--- src/rtl/pipeline_run_controller_pkg.sv ---
// Shared encodings for the pipeline run controller.
// Commands, states and the default drain length.
package pipeline_run_controller_pkg;

  typedef enum logic [1:0] {
    CMD_NOP  = 2'd0,
    CMD_RUN  = 2'd1,
    CMD_STEP = 2'd2,
    CMD_STOP = 2'd3
  } run_cmd_t;

  typedef enum logic [2:0] {
    ST_IDLE   = 3'd0,
    ST_RUN    = 3'd1,
    ST_STEP   = 3'd2,
    ST_DRAIN  = 3'd3,
    ST_HALTED = 3'd4
  } run_state_t;

  localparam int unsigned RUN_DRAIN_CYCLES_DEF = 3;

endpackage

--- src/rtl/pipeline_run_controller_sat_cycle_counter.sv ---
// Enable-driven saturating counter with asynchronous active-high reset.
// Holds at all-ones instead of wrapping.
module sat_cycle_counter #(
  parameter int W = 32
) (
  input  logic         i_clk,
  input  logic         i_reset,
  input  logic         i_en,
  output logic [W-1:0] o_count
);

  always_ff @(posedge i_clk or posedge i_reset) begin
    if (i_reset) begin
      o_count <= '0;
    end else if (i_en && (o_count != '1)) begin
      o_count <= o_count + 1'b1;
    end
  end

endmodule

--- src/rtl/pipeline_run_controller.sv ---
// Run/step/stop sequencer driving the pipeline total-stall; drains on HALT.
// Optional executed-cycle counter under MIPS_RUN_CYCLE_COUNTER_EN.
module pipeline_run_controller
  import pipeline_run_controller_pkg::*;
#(
  parameter int STEP_W       = 16,
  parameter int DRAIN_CYCLES = RUN_DRAIN_CYCLES_DEF,
  parameter int CNT_W        = 32
) (
  input  logic              i_clk,
  input  logic              i_reset,
  input  logic              i_cmd_valid,
  input  logic [1:0]        i_cmd,
  input  logic [STEP_W-1:0] i_step_count,
  output logic              o_cmd_ready,
  input  logic              i_halt,
  output logic              o_total_stall,
  output logic              o_running,
  output logic              o_done,
  output logic [2:0]        o_state,
  output logic [CNT_W-1:0]  o_cycle_count
);

  localparam logic [2:0] DRAIN_LD = 3'(DRAIN_CYCLES);

  run_state_t        state, state_nx;
  logic [STEP_W-1:0] step_cnt, step_cnt_nx;
  logic [2:0]        drain_cnt, drain_cnt_nx;
  run_cmd_t          cmd;
  logic              accept;

  assign cmd    = run_cmd_t'(i_cmd);
  assign accept = i_cmd_valid && o_cmd_ready;

  always_ff @(posedge i_clk or posedge i_reset) begin
    if (i_reset) begin
      state     <= ST_IDLE;
      step_cnt  <= '0;
      drain_cnt <= '0;
    end else begin
      state     <= state_nx;
      step_cnt  <= step_cnt_nx;
      drain_cnt <= drain_cnt_nx;
    end
  end

  always_comb begin
    state_nx     = state;
    step_cnt_nx  = step_cnt;
    drain_cnt_nx = drain_cnt;
    case (state)
      ST_IDLE: begin
        if (accept && cmd == CMD_RUN) begin
          state_nx = ST_RUN;
        end else if (accept && cmd == CMD_STEP) begin
          state_nx    = ST_STEP;
          step_cnt_nx = (i_step_count == '0) ? STEP_W'(1)
                                             : i_step_count;
        end
      end
      ST_RUN: begin
        // HALT wins over a coincident STOP
        if (i_halt) begin
          state_nx     = ST_DRAIN;
          drain_cnt_nx = DRAIN_LD;
        end else if (accept && cmd == CMD_STOP) begin
          state_nx = ST_IDLE;
        end
      end
      ST_STEP: begin
        if (i_halt) begin
          state_nx     = ST_DRAIN;
          drain_cnt_nx = DRAIN_LD;
        end else if (step_cnt == STEP_W'(1)) begin
          state_nx    = ST_IDLE;
          step_cnt_nx = '0;
        end else begin
          step_cnt_nx = step_cnt - 1'b1;
        end
      end
      ST_DRAIN: begin
        if (drain_cnt == 3'd1) begin
          state_nx     = ST_HALTED;
          drain_cnt_nx = '0;
        end else begin
          drain_cnt_nx = drain_cnt - 1'b1;
        end
      end
      ST_HALTED: state_nx = ST_HALTED;
      default: begin
        state_nx     = ST_IDLE;
        step_cnt_nx  = '0;
        drain_cnt_nx = '0;
      end
    endcase
  end

  always_comb begin
    o_total_stall = 1'b1;
    o_cmd_ready   = 1'b0;
    o_running     = 1'b0;
    o_done        = 1'b0;
    case (state)
      ST_IDLE: o_cmd_ready = 1'b1;
      ST_RUN: begin
        o_total_stall = 1'b0;
        o_cmd_ready   = 1'b1;
        o_running     = 1'b1;
      end
      ST_STEP, ST_DRAIN: begin
        o_total_stall = 1'b0;
        o_running     = 1'b1;
      end
      ST_HALTED: o_done = 1'b1;
      default: ;
    endcase
  end

  assign o_state = state;

`ifdef MIPS_RUN_CYCLE_COUNTER_EN
  sat_cycle_counter #(.W(CNT_W)) u_cycle_cnt (
    .i_clk   (i_clk),
    .i_reset (i_reset),
    .i_en    (!o_total_stall),
    .o_count (o_cycle_count)
  );
`else
  assign o_cycle_count = '0;
`endif

endmodule

--- config.mk ---
export PLATFORM = sky130hd
export DESIGN_NAME = pipeline_run_controller
export DESIGN_NICKNAME = d
export VERILOG_FILES = /design/src/rtl/pipeline_run_controller_pkg.sv /design/src/rtl/pipeline_run_controller_sat_cycle_counter.sv /design/src/rtl/pipeline_run_controller.sv
export SDC_FILE = /design/constraint.sdc
export NUM_CORES = 1
export LEC_CHECK = 0
export CORE_UTILIZATION = 42
export DETAILED_ROUTE_END_ITERATION = 12
export GPL_TIMING_DRIVEN = 1
export PLACE_DENSITY_LB_ADDON = 0.25
export SLEW_MARGIN = 40
export SYNTH_ARGS = -nofsm -noshare
export SYNTH_HDL_FRONTEND = slang
export SYNTH_HIERARCHICAL = 1
export SYNTH_SLANG_ARGS = --single-unit
--- constraint.sdc ---
create_clock -name i_clk -period 1.98 [get_ports i_clk]
set_input_delay 0.396 -clock i_clk [delete_from_list [all_inputs] [get_ports i_clk]]
set_output_delay 0.396 -clock i_clk [all_outputs]
set_load 0.02 [all_outputs]
# Yosys cells after proc, flatten, opt, wreduce, memory -nomap -nowiden
# Cells that the tools add are included.
[totals]
input_bits = 22
mem_bits_ro = 0
ramBits = 0
latch_bits = 0
memories = 0
output_inout_bits = 39
reg_bits = 22
[classes]
addsub = 2
n_mux = 21
bitwise_logic = 2
n_reduce_logical = 14
n_shift = 0
div_mod_pow = 0
eq_ne = 17
order_cmp = 0
multipliers = 0
[op_table]
columns = ["op", "n"]
rows = [
  ["2-to-1 mux 16 bit", 5],
  ["one-hot mux 16 bit (3 select lines)", 1],
  ["2-to-1 mux 3 bit", 9],
  ["equality test 16 x 1 -> 1 bit, second input constant", 1],
  ["logical NOT 16 bit", 1],
  ["subtractor 16 x 1 -> 16 bit, second input constant", 1],
  ["one-hot mux 3 bit (5 select lines)", 1],
  ["inequality test 3 bit, second input constant", 3],
  ["one-hot mux 3 bit (3 select lines)", 1],
  ["inequality test 2 bit, second input constant", 4],
  ["AND reduction 4 bit", 2],
  ["equality test 3 x 1 -> 1 bit, second input constant", 2],
  ["equality test 3 x 2 -> 1 bit, second input constant", 2],
  ["OR reduction 2 bit", 3],
  ["OR reduction 3 bit", 2],
  ["equality test 2 bit, second input constant", 2],
  ["logical AND 1 bit", 4],
  ["2-to-1 mux 1 bit", 4],
  ["equality test 3 bit, second input constant", 1],
  ["logical NOT 3 bit", 1],
  ["subtractor 3 x 1 -> 3 bit, second input constant", 1],
  ["equality test 2 x 1 -> 1 bit, second input constant", 1],
  ["inequality test 2 x 1 -> 1 bit, second input constant", 1],
  ["NOT 1 bit", 2],
  ["AND reduction 2 bit", 1],
]

# Depth between registers and ports, before layout
# Gate-level depths: netlist of run 1.
[depth]
ltp_word = 8
ltp_mapped = 7
depth_no_buf = 7

# Worst setup path before layout of run 1
# No wires, ideal clock.
[synth_timing]
kind = "register -> register"
from = "register step_cnt[0]"
to = "register step_cnt[12]"
stages_incl_launch_ff = 7
arrival_ns = 2.017
period_less_slack_ns = 2.121
slack_ns = -0.141
path_buffers = 0
path_cell_list = "dfrtp_1 > inv_1 > ha_1 > or3b_2 > or2_1 > or4_4 > o311ai_1"
[synth_between]
elab_chain_cells = 4
[synth_rtl]
columns = ["item", "line", "rtl"]
rows = [
  ["start, declared", "pipeline_run_controller.sv:27", "logic [STEP_W-1:0] step_cnt, step_cnt_nx;"],
  ["start signal, assigned", "pipeline_run_controller.sv:42", "step_cnt <= step_cnt_nx;"],
  ["subtractor 16 x 1 -> 16 bit / equality test 16 x 1 -> 1 bit (equally long branches)", "pipeline_run_controller.sv:78, pipeline_run_controller.sv:74", ""],
  ["2-to-1 mux 16 bit *", "pipeline_run_controller.sv:74", "end else if (step_cnt == STEP_W'(1)) begin"],
  ["2-to-1 mux 16 bit *", "pipeline_run_controller.sv:71", "if (i_halt) begin"],
  ["one-hot mux 16 bit (3 select lines) *", "pipeline_run_controller.sv:51", "case (state)"],
]
# Mark *: on every way between the ends. The rest lies on a longest branch, timed or not. The select of a mux whose other input is x is not followed.
# A chain may end at the register's enable or synchronous reset.

# Worst setup path after layout of run 1
[layout_timing]
from = "register step_cnt[8]"
to = "register step_cnt[8]"
# Same word-level chain as after synthesis.

==> metrics.yaml, run 1 <==
cells_and_area:
  nets: 333
  num-fill-cells: 353
  diodes: 0
  syn_to_final_growth_pct: 51.7
  multi_input_area_um2: 1230
  drive_above_1_share_pct: 35.6
  finish.utilization_pct: 67.6
  seqCellArea_um2: 552
worst_setup_path:
  worstSetupStartpointType: "register"
  crit_fanout: 4
  arrival_ns: 2.27
  path_cells: "or4_4, nor4_4, buf_4, a21o_4, o21ai_1, a221o_1"
  r2r_start: "step_cnt[8]"
  cp.required_ns: 2.14
  critical_path.startpoint: "step_cnt[8]"
  crit_path_end_kind: "register"
  slowest_delay_ns: 0.56
  critPathSlowestCell: "or4_4"
  path_class: "reg -> reg"
place:
  portBuffers: 28
  dpl.hpwl_um: 3600
  gp_congestion: 0.857
  place_ws_ns: -0.299
yosys:
  synth-main-ff-cell: "dfrtp_1"
  avgSynthCellArea_um2: 8.40
  ys_warn_count: 6
  ys_seq_area_share_pct: 30.5
  synthArstFlopShare_pct: 100
  yosys-top-cells-area: "dfrtp_1 (30%), buf_4 (13%), o21ai_0 (5.3%)"
  synth_top_cell_by_area: "dfrtp_1"
  netlist.area_leader.share_pct: 30.5
  synth_cell_types: 52
  netlist_instances: 215
  syn_area_um2: 1810
  ys_ff_latch: 22
  synth_edf_count: 0
floorplanning:
  rows: 23
  die_w_um: 67.6
  core-area_um2: 4060
  start_util_pct: 44.5
  die_area_um2: 4570
  die_h_um: 67.6
  ios: 61
cts:
  holdBufCountCts: 0
  cts_tree: "yes"
  clock-sinks: 22
  cts_buffer_depth: 2
  cts_buffers: 3
  cts_max_level: 1
  clk_pin_slew_ns: 0.09
  cts_root_buf: "clkbuf_8"
  clk_latency_ns: 0.27
sta:
  fmaxAchievable_mhz: 475
  post-route-period-util_pct: 106
  hold_viol_final: 0
  drv_slew: 0
  fin_skew_ns: 0.00626
  rsz0062_at_grt: "true"
  final-setup-viol-count: 16
  worst_slack_ns: -0.125
  finalCriticalPeriod_ns: 2.11
power_and_ir_drop:
  irDropWorstVdd_mv: 0.920
  p_leak_uw: 0.00128
  powerDensity_nw_per_um2: 1500
routing:
  routed-via-count: 1899
  drtIter0Drc: 126
  dr.pass1.iters: 7
  postRouteAntennaNets: 0
  vias_per_cell: 5.33
  route.detailed.drc: 0
  routed_wl_um: 5150
  wl_per_cell_um: 14.5
status:
  status: "finished, violations left"
  violations: "setup timing"
global_route:
  grt_use_met1_pct: 29.1
  grt_overflow: 0
  grt_pass1_wl_um: 7780
  grt_use_met3_pct: 4.05
  antenna_found_initial: 0
  grt_usage_pct: 23.0
  grt_max_degree: 23
  grt.busiest_layer: "met2"
  grt_pass1_vias: 1690
  grt_util_met2_pct: 40.8
hold_path:
  hold_class: "in -> async"
job:
  maxCapViolCount: 0
==> stage by stage <==
step	power (uW)	TNS [ns]	area, um2	hold slack, ns	std cells
after floorplan	2210	-0.123	1940	0.385	246
after global placement	3190	-3.06	2440	0.469	339
after detailed placement	3230	-3.32	2440	0.476	339
after CTS	3800	-0.472	2630	0.474	351
after global routing	4410	-1.95	2740	0.509	356
final	4120	-0.883	2740	0.473	356
==> worst paths after layout <==
| kind | slack (ns) | depth (start not counted) | to |
|---|---|---|---|
| worst max register to register | -0.13 | 6 | step_cnt[8] |
| worst min register to register | 0.48 | 1 | drain_cnt[2] |
| worst min-delay path | 0.47 | 3 | o_state[1] |
| min in group i_clk | 0.48 | 1 | drain_cnt[2] |
| worst max-delay path | -0.13 | 6 | step_cnt[8] |
| max in group asynchronous | 1.25 | 3 | o_state[1] |
==> registers in the layout, summed over array words and instances, names as in the netlist <==
signal / count
drain_cnt: 3
o_state: 3
step_cnt: 16
==> power by group <==
part / total, uW / internal (uW) / switching, uW
clock: 343 / 178 / 165
sequential: 779 / 623 / 157
combinational: 3000 / 1450 / 1550
==> worst max-delay path, delay by kind of cell (launching register included) <==
kind                   cells  cell delay (ns)
flip-flops                 1             0.41
AND/OR/NAND/NOR            2             0.87
buffers and inverters      1             0.16
AO/OA/AOI/OAI              3             0.55
==> timing repair <==
action	CTS	global route
setup buffers	8	5
pin swaps	6	7
setup endpoints to repair	21	19
gates resized for setup	21	24
==> Yosys cell counts, types with 4 or more instances <==
| master | instances |
|---|---|
| a21oi_1 | 8 |
| a221o_1 | 4 |
| a22oi_1 | 6 |
| a32oi_1 | 4 |
| buf_4 | 32 |
| clkbuf_1 | 7 |
| dfrtp_1 | 22 |
| ha_1 | 4 |
| inv_1 | 9 |
| nand2_1 | 13 |
| nand2b_1 | 6 |
| nand3_1 | 7 |
| nor2_1 | 14 |
| nor3_1 | 6 |
| nor4_1 | 6 |
| o21ai_0 | 19 |
==> per-layer routing <==
metal | up-vias | part of all wire, %
met5 | - | 0
met4 | 0 | 1.2
met2 | 79 | 52
li1 | 921 | -
met3 | 11 | 5.8
met1 | 888 | 41
==> cell families after synthesis <==
group | Yosys count | share of synthesized area (%)
AOI/OAI and AO/OA | 66 | 26.1
and+or+nand+nor | 72 | 23.3
buffers and inverters | 50 | 17.1
DFF | 22 | 30.5
adders and majority gates | 4 | 2.77
other | 1 | 0.208
==> cells in the final DEF, fill, tap and decap left out, types with 7 or more instances in the layout <==
cell	n
nand2_1	13
nor2_1	12
inv_1	7
conb_1	32
dfrtp_1	21
o21ai_0	9
nand3_1	7
a21oi_1	7
clkdlybuf4s50_1	23
buf_4	67
==> cell type report <==
class	instances	area share, %
clock buffer	4	2.01
sequential	22	20.1
tap	50	2.28
timing repair buffer	97	29.6
inverter	9	1.23
multi-input combinational	174	44.7
Power figures use the tool's default switching activity.
==> run 2, diff against run 1 <==
--- a/config.mk
+++ b/config.mk
@@ -9,7 +9,6 @@
 export DETAILED_ROUTE_END_ITERATION = 12
 export GPL_TIMING_DRIVEN = 1
 export PLACE_DENSITY_LB_ADDON = 0.25
-export SLEW_MARGIN = 40
 export SYNTH_ARGS = -nofsm -noshare
 export SYNTH_HDL_FRONTEND = slang
 export SYNTH_HIERARCHICAL = 1
==> results of run 2 <==
Same layout as run 1: the final DEF is identical, and so are final timing and power.
